==> config.mk <==
export PLATFORM = sky130hd
export DESIGN_NAME = fetch_unit
export DESIGN_NICKNAME = d
export VERILOG_FILES = /design/src/rtl/fetch_pkg.sv /design/src/rtl/fetch_slot.sv /design/src/rtl/fetch_unit.sv
export SDC_FILE = /design/constraint.sdc
export NUM_CORES = 1
export LEC_CHECK = 0
export ABC_AREA = 1
export CAP_MARGIN = 30
export CORE_MARGIN = 2
export CORE_UTILIZATION = 35
export CTS_CLUSTER_DIAMETER = 40
export CTS_CLUSTER_SIZE = 8
export DETAILED_ROUTE_END_ITERATION = 16
export GPL_ROUTABILITY_DRIVEN = 1
export HOLD_SLACK_MARGIN = 0.15
export PLACE_DENSITY = 0.6
export RECOVER_POWER = 50
export SLEW_MARGIN = 0
export SYNTH_ARGS = -nofsm -noshare
export SYNTH_HDL_FRONTEND = slang
export SYNTH_HIERARCHICAL = 1
export SYNTH_SLANG_ARGS = --single-unit
==> constraint.sdc <==
create_clock -name clk_i -period 2.1 [get_ports clk_i]
set_input_delay 0.42 -clock clk_i [delete_from_list [all_inputs] [get_ports clk_i]]
set_output_delay 0.42 -clock clk_i [all_outputs]
set_load 0.005 [all_outputs]
==> src/rtl/fetch_pkg.sv <==
// Shared definitions for the instruction-fetch front end.
//   fetch_state_e : fetch FSM states
//   INST_NOP      : bubble presented when no instruction is ready
//   PC_STEP       : sequential PC increment (bytes)
package fetch_pkg;

    typedef enum logic [1:0] {
        ST_IDLE  = 2'd0,
        ST_REQ   = 2'd1,
        ST_WAIT  = 2'd2,
        ST_DRAIN = 2'd3
    } fetch_state_e;

    localparam logic [31:0] INST_NOP = 32'h0000_0000;
    localparam logic [31:0] PC_STEP  = 32'd4;

endpackage

==> src/rtl/fetch_slot.sv <==
// One-entry holding register for a fetched {pc, instruction} pair.
//   clk, rst_n       : clock, asynchronous active-low reset
//   init             : synchronous return to reset contents
//   clear            : drop the held entry (contents kept, valid cleared)
//   load             : capture load_pc/load_inst (wins over consume)
//   consume          : downstream took the entry this edge
//   valid, pc, inst  : registered entry contents
module fetch_slot
    import fetch_pkg::*;
#(
    parameter logic [31:0] RESET_PC = 32'h0000_0000
) (
    input  logic        clk,
    input  logic        rst_n,
    input  logic        init,
    input  logic        clear,
    input  logic        load,
    input  logic        consume,
    input  logic [31:0] load_pc,
    input  logic [31:0] load_inst,
    output logic        valid,
    output logic [31:0] pc,
    output logic [31:0] inst
);

    // Occupancy flag: a load on the consume edge keeps the slot full (back-to-back)
    always_ff @(posedge clk or negedge rst_n) begin
        if (!rst_n) begin
            valid <= 1'b0;
        end else if (init || clear) begin
            valid <= 1'b0;
        end else if (load) begin
            valid <= 1'b1;
        end else if (consume) begin
            valid <= 1'b0;
        end else begin
            valid <= valid;
        end
    end

    // Payload: pc/inst retained after consume so a stalled consumer sees stable values
    always_ff @(posedge clk or negedge rst_n) begin
        if (!rst_n) begin
            pc   <= RESET_PC;
            inst <= INST_NOP;
        end else if (init) begin
            pc   <= RESET_PC;
            inst <= INST_NOP;
        end else if (load && !clear) begin
            pc   <= load_pc;
            inst <= load_inst;
        end else begin
            pc   <= pc;
            inst <= inst;
        end
    end

endmodule

==> src/rtl/fetch_unit.sv <==
// Instruction-fetch front end feeding the IF/ID register.
// One outstanding request to instruction memory (req/gnt, rvalid/rready).
//   clk_i, rst_n_i       : clock, asynchronous active-low reset
//   start_i              : run enable; low synchronously clears the unit
//   hazard_i             : pipeline stall, presented instruction held
//   flush_i              : redirect to branch_target_i, beats hazard_i
//   imem_req_o/addr_o    : fetch request and its address
//   imem_gnt_i           : request accepted
//   imem_rvalid_i/rdata_i: response from memory (held until rready)
//   imem_rready_o        : response accept
//   pc_o, inst_o         : presented pair (inst_o is NOP when empty)
//   fetch_busy_o         : no instruction presented
module fetch_unit
    import fetch_pkg::*;
#(
    parameter logic [31:0] RESET_PC = 32'h0000_0000
) (
    input  logic        clk_i,
    input  logic        rst_n_i,
    input  logic        start_i,
    input  logic        hazard_i,
    input  logic        flush_i,
    input  logic [31:0] branch_target_i,
    output logic        imem_req_o,
    output logic [31:0] imem_addr_o,
    input  logic        imem_gnt_i,
    input  logic        imem_rvalid_i,
    input  logic [31:0] imem_rdata_i,
    output logic        imem_rready_o,
    output logic [31:0] pc_o,
    output logic [31:0] inst_o,
    output logic        fetch_busy_o
);

    fetch_state_e state_r;
    fetch_state_e state_next_s;
    logic [31:0]  pc_r;
    logic [31:0]  pc_next_s;
    logic [31:0]  addr_r;
    logic         stale_r;
    logic         stale_next_s;
    logic         slot_valid_s;
    logic [31:0]  slot_pc_s;
    logic [31:0]  slot_inst_s;
    logic         consume_s;
    logic         rready_s;
    logic         resp_fire_s;
    logic         slot_load_s;
    logic         slot_clear_s;
    logic         slot_init_s;
    logic         active_s;

    assign active_s     = (state_r != ST_IDLE);
    assign consume_s    = slot_valid_s & ~hazard_i & ~flush_i;
    // DRAIN swallows a discarded response regardless of the slot
    assign rready_s     = (state_r == ST_DRAIN) | ~slot_valid_s | consume_s;
    assign resp_fire_s  = imem_rvalid_i & rready_s;
    assign slot_clear_s = flush_i & active_s;
    assign slot_init_s  = ~start_i;

    // Next-state, slot load and next fetch PC
    always_comb begin
        state_next_s = state_r;
        stale_next_s = 1'b0;
        slot_load_s  = 1'b0;
        pc_next_s    = pc_r;
        case (state_r)
            ST_IDLE: begin
                if (start_i) begin
                    state_next_s = ST_REQ;
                end else begin
                    state_next_s = ST_IDLE;
                end
            end
            ST_REQ: begin
                // A flush while waiting for grant marks the request stale; its response is drained
                if (imem_gnt_i) begin
                    if (!start_i || flush_i || stale_r) begin
                        state_next_s = ST_DRAIN;
                    end else begin
                        state_next_s = ST_WAIT;
                    end
                end else if (!start_i) begin
                    state_next_s = ST_IDLE;
                end else begin
                    state_next_s = ST_REQ;
                    stale_next_s = stale_r | flush_i;
                end
            end
            ST_WAIT: begin
                if (resp_fire_s) begin
                    slot_load_s  = start_i & ~flush_i;
                    state_next_s = start_i ? ST_REQ : ST_IDLE;
                end else if (!start_i || flush_i) begin
                    state_next_s = ST_DRAIN;
                end else begin
                    state_next_s = ST_WAIT;
                end
            end
            ST_DRAIN: begin
                if (imem_rvalid_i) begin
                    state_next_s = start_i ? ST_REQ : ST_IDLE;
                end else begin
                    state_next_s = ST_DRAIN;
                end
            end
            default: begin
                state_next_s = ST_IDLE;
            end
        endcase

        if (!start_i) begin
            pc_next_s = RESET_PC;
        end else if (slot_clear_s) begin
            pc_next_s = branch_target_i;
        end else if (slot_load_s) begin
            pc_next_s = pc_r + PC_STEP;
        end else begin
            pc_next_s = pc_r;
        end
    end

    // FSM, fetch PC and request address; address latched on REQ entry so it stays stable until grant
    always_ff @(posedge clk_i or negedge rst_n_i) begin
        if (!rst_n_i) begin
            state_r <= ST_IDLE;
            pc_r    <= RESET_PC;
            addr_r  <= RESET_PC;
            stale_r <= 1'b0;
        end else begin
            state_r <= state_next_s;
            pc_r    <= pc_next_s;
            stale_r <= stale_next_s;
            if ((state_next_s == ST_REQ) && (state_r != ST_REQ)) begin
                addr_r <= pc_next_s;
            end else begin
                addr_r <= addr_r;
            end
        end
    end

    fetch_slot #(
        .RESET_PC (RESET_PC)
    ) u_slot (
        .clk       (clk_i),
        .rst_n     (rst_n_i),
        .init      (slot_init_s),
        .clear     (slot_clear_s),
        .load      (slot_load_s),
        .consume   (consume_s),
        .load_pc   (pc_r),
        .load_inst (imem_rdata_i),
        .valid     (slot_valid_s),
        .pc        (slot_pc_s),
        .inst      (slot_inst_s)
    );

    assign imem_req_o    = (state_r == ST_REQ);
    assign imem_addr_o   = addr_r;
    assign imem_rready_o = rready_s;
    assign pc_o          = slot_pc_s;
    assign inst_o        = slot_valid_s ? slot_inst_s : INST_NOP;
    assign fetch_busy_o  = ~slot_valid_s;

endmodule

==> flow_summary.yaml <==
run_status:
  status: "finished clean"
sta:
  period_minus_slack_ps: 2040
  min_period_over_period: 0.972
  max_slew_margin: 0.200
  rsz0062_at_grt: "no"
  slew_viol_final: 0
  fmax_mhz: 490
  setup_violations: 0
  hold_viol_final: 0
  tightest_slew_ps: 1200
  finClkSkew_ps: 5.49
global_routing:
  grt_max_degree: 44
  first_global_vias: 6461
  grt_overflow: 0
  grt_usage: 0.199
  grt_pass1_wl_microns: 33900
  antenna_found_initial: 0
detailed_routing:
  wl_met3_microns: 1360
  wl_met2_microns: 8970
  drtIter0Drc: 384
  routed_wirelength_microns: 20800
  wl_per_cell_microns: 14.8
  vias_per_cell: 4.71
  vias: 6614
  route.detailed.drc: 0
  wl_met1_microns: 10100
  highest_layer: "met4"
  ant_nets: 0
  dr.pass1.iters: 5
yosys:
  synthAdderAreaFrac: 0.00178
  synthFlopType: "dfrtp_1"
  synth_most_common_cell: "nand2_1"
  yosys.area.top_type: "dfrtp_1"
  ys_seq_area_frac: 0.469
  netlist_top_cells_count: "nand2_1 (283), nand3_1 (178), dfrtp_1 (132), inv_1 (109), nor2_1 (39)"
  synth.distinct_cells: 34
  syn_area_sq_mm: 0.00705
  ys_ff_latch: 132
  yosysWarnings: 6
  synth_xor_area_frac: 0.00249
  synth_fp_nets: 998
  muxShareOfSynthArea: 0
  synth_area_leaders: "dfrtp_1 (47%), nand2_1 (15%), nand3_1 (13%), inv_1 (5.8%), o21ai_0 (2.5%)"
  avgSynthCellArea_sq_um: 7.61
  synth_compound_area_frac: 0.0509
  synth_edf_count: 0
  synthSimpleGateAreaFrac: 0.367
  syn_inst: 926
  synth_top_family_by_area: "simple AND/OR/NAND/NOR gates"
  synthArstFlopShare: 1.00
  yosys.area.top_type_share: 0.469
floorplanning:
  num_rows: 51
  die_w_microns: 146
  io_pins: 170
  die_h_microns: 146
  start_util: 0.360
  die-area_sq_mm: 0.0213
  core_sq_mm: 0.0196
final_layout:
  fin_nets: 1199
  drive_gt1_frac: 0.122
  layout.cells.non_filler: 1404
  syn_to_final_growth_pct: 42.1
  antenna_cells: 0
  fill_cells: 1892
  final_util: 0.511
  final_cell_area_sq_mm: 0.0100
clock_tree:
  cts.sinks: 132
  root_buffer: "clkbuf_16"
  cts_tree: "yes"
  clk_pin_slew_ps: 60
  htreeDepth: 4
  cts_buffers: 17
  cts_buffer_depth: 2
  insertion_delay_ps: 420
worst_setup_path:
  arrival_ps: 1620
  crit_required_ps: 1680
  crit_fanout: 4
  crit_type: "flip-flop to output port"
  critPathCaptureType: "output port"
  r2r_cells: 10
  cp-start-kind: "flip-flop"
power_and_ir_drop:
  leakagePower_nw: 5.41
  powerDensity_mw_per_mm2: 969
  vdd_drop_max_mv: 0.580
placement:
  io_buffer_count: 169
  dp_cells: 1369
  dp_hpwl_microns: 15100
  placed_cell_area_sq_mm: 0.00940
  place_congestion: 0.853
flow_run:
  drv_cap: 0
worst_hold_path:
  hold_class: "flip-flop to flip-flop"
  hold_depth: 2
## placed cells by master, fill, tap and decap left out, types with 3 or more instances in the layout
cell type,count
nand4_1,9
nand2_2,4
clkinv_2,5
or2_2,4
buf_4,45
nor2_2,3
dlymetal6s2s_1,10
nor2_1,39
nand3b_1,13
o21ai_1,8
nor3_1,4
o21ai_0,35
inv_1,109
a31oi_1,4
dlygate4sd3_1,39
nand2_1,284
clkbuf_16,18
nand3_1,178
buf_12,14
clkdlybuf4s50_1,118
dfrtp_1,131
a21oi_1,8
clkbuf_8,3
nand3_2,12
inv_2,4
o21ai_2,8
clkbuf_1,3
## area by class of cell
cell class,count,area [sq um],share of cell area
clock buffer,22,474,0.0473
clock inverter,9,104,0.0104
inverter,116,442,0.0441
multi-input combinational,627,2980,0.297
sequential,132,3300,0.330
tap,265,332,0.0331
timing repair buffer,233,2380,0.238
## stage by stage
step | power [mW] | hold WS (ps) | setup TNS, ps | worst slack, ps
6_report | 9.71 | 475 | 0 | 58.6
3_3_place_gp | 6.86 | 366 | -7400 | -123
3_5_place_dp | 6.88 | 383 | -11330 | -162
5_1_grt | 10.3 | 509 | 0 | 0.539
4_1_cts | 9.89 | 486 | 0 | 2.33
2_1_floorplan | 5.27 | 124 | 0 | 408
## repair_timing
item | 4_1_cts | 5_1_grt
setup buffers | 2 | 0
setup endpoints to repair | 31 | 20
hold buffers | 1 | 0
gates resized for setup | 4 | 11
pin swaps | 1 | 0
gates cloned | 1 | 0
endpoints found under the hold margin | 39 | 0
## layer usage
| layer | vias up | global-route usage |
|---|---|---|
| met5 | - | 0 |
| met4 | 0 | 0.0627 |
| met3 | 24 | 0.0411 |
| met2 | 217 | 0.298 |
| met1 | 3016 | 0.288 |
| li1 | 3357 | - |
## state kept, by name (all words and copies together), names as in the netlist
register and count:
imem_addr_o 32, pc_r 32, stale_r 1, state_r 2, u_slot/inst 32, u_slot/pc 32, u_slot/valid 1
## power by group
group | internal [mW] | switching (mW)
logic | 1.54 | 1.77
registers | 3.02 | 0.458
clock network | 1.83 | 1.10
## worst max-delay path: stages, from the launching register on
cell,delay (ps)
dfrtp_2,430
buf_4,160
nand2_1,50
inv_1,50
clkdlybuf4s50_1,510
## final timing paths
kind / end / startpoint / slack, ps
min: imem_addr_o[3]$_DFFE_PN0P_ / imem_addr_o[3]$_DFFE_PN0P_ / 480
min reg2reg: imem_addr_o[3]$_DFFE_PN0P_ / imem_addr_o[3]$_DFFE_PN0P_ / 480
min in group asynchronous: u_slot/inst[22]$_DFFE_PN0P_ / rst_n_i / 790
max: inst_o[28] / u_slot/valid$_DFFE_PN0P_ / 60
max reg2reg: u_slot/inst[18]$_DFFE_PN0P_ / u_slot/valid$_DFFE_PN0P_ / 190
max in group asynchronous: u_slot/valid$_DFFE_PN0P_ / rst_n_i / 270
## logic make-up (layout without fill, tap and decap cells)
group | count (synthesis) | count (layout)
XOR/XNOR | 2 | 2
AND/OR/NAND/NOR | 560 | 560
AO/OA/AOI/OAI | 64 | 64
flip-flops | 132 | 132
adder cells (fa/ha/maj) | 1 | 1
buffers and inverters | 167 | 380
Note: power is estimated with default switching activity, not from simulation.
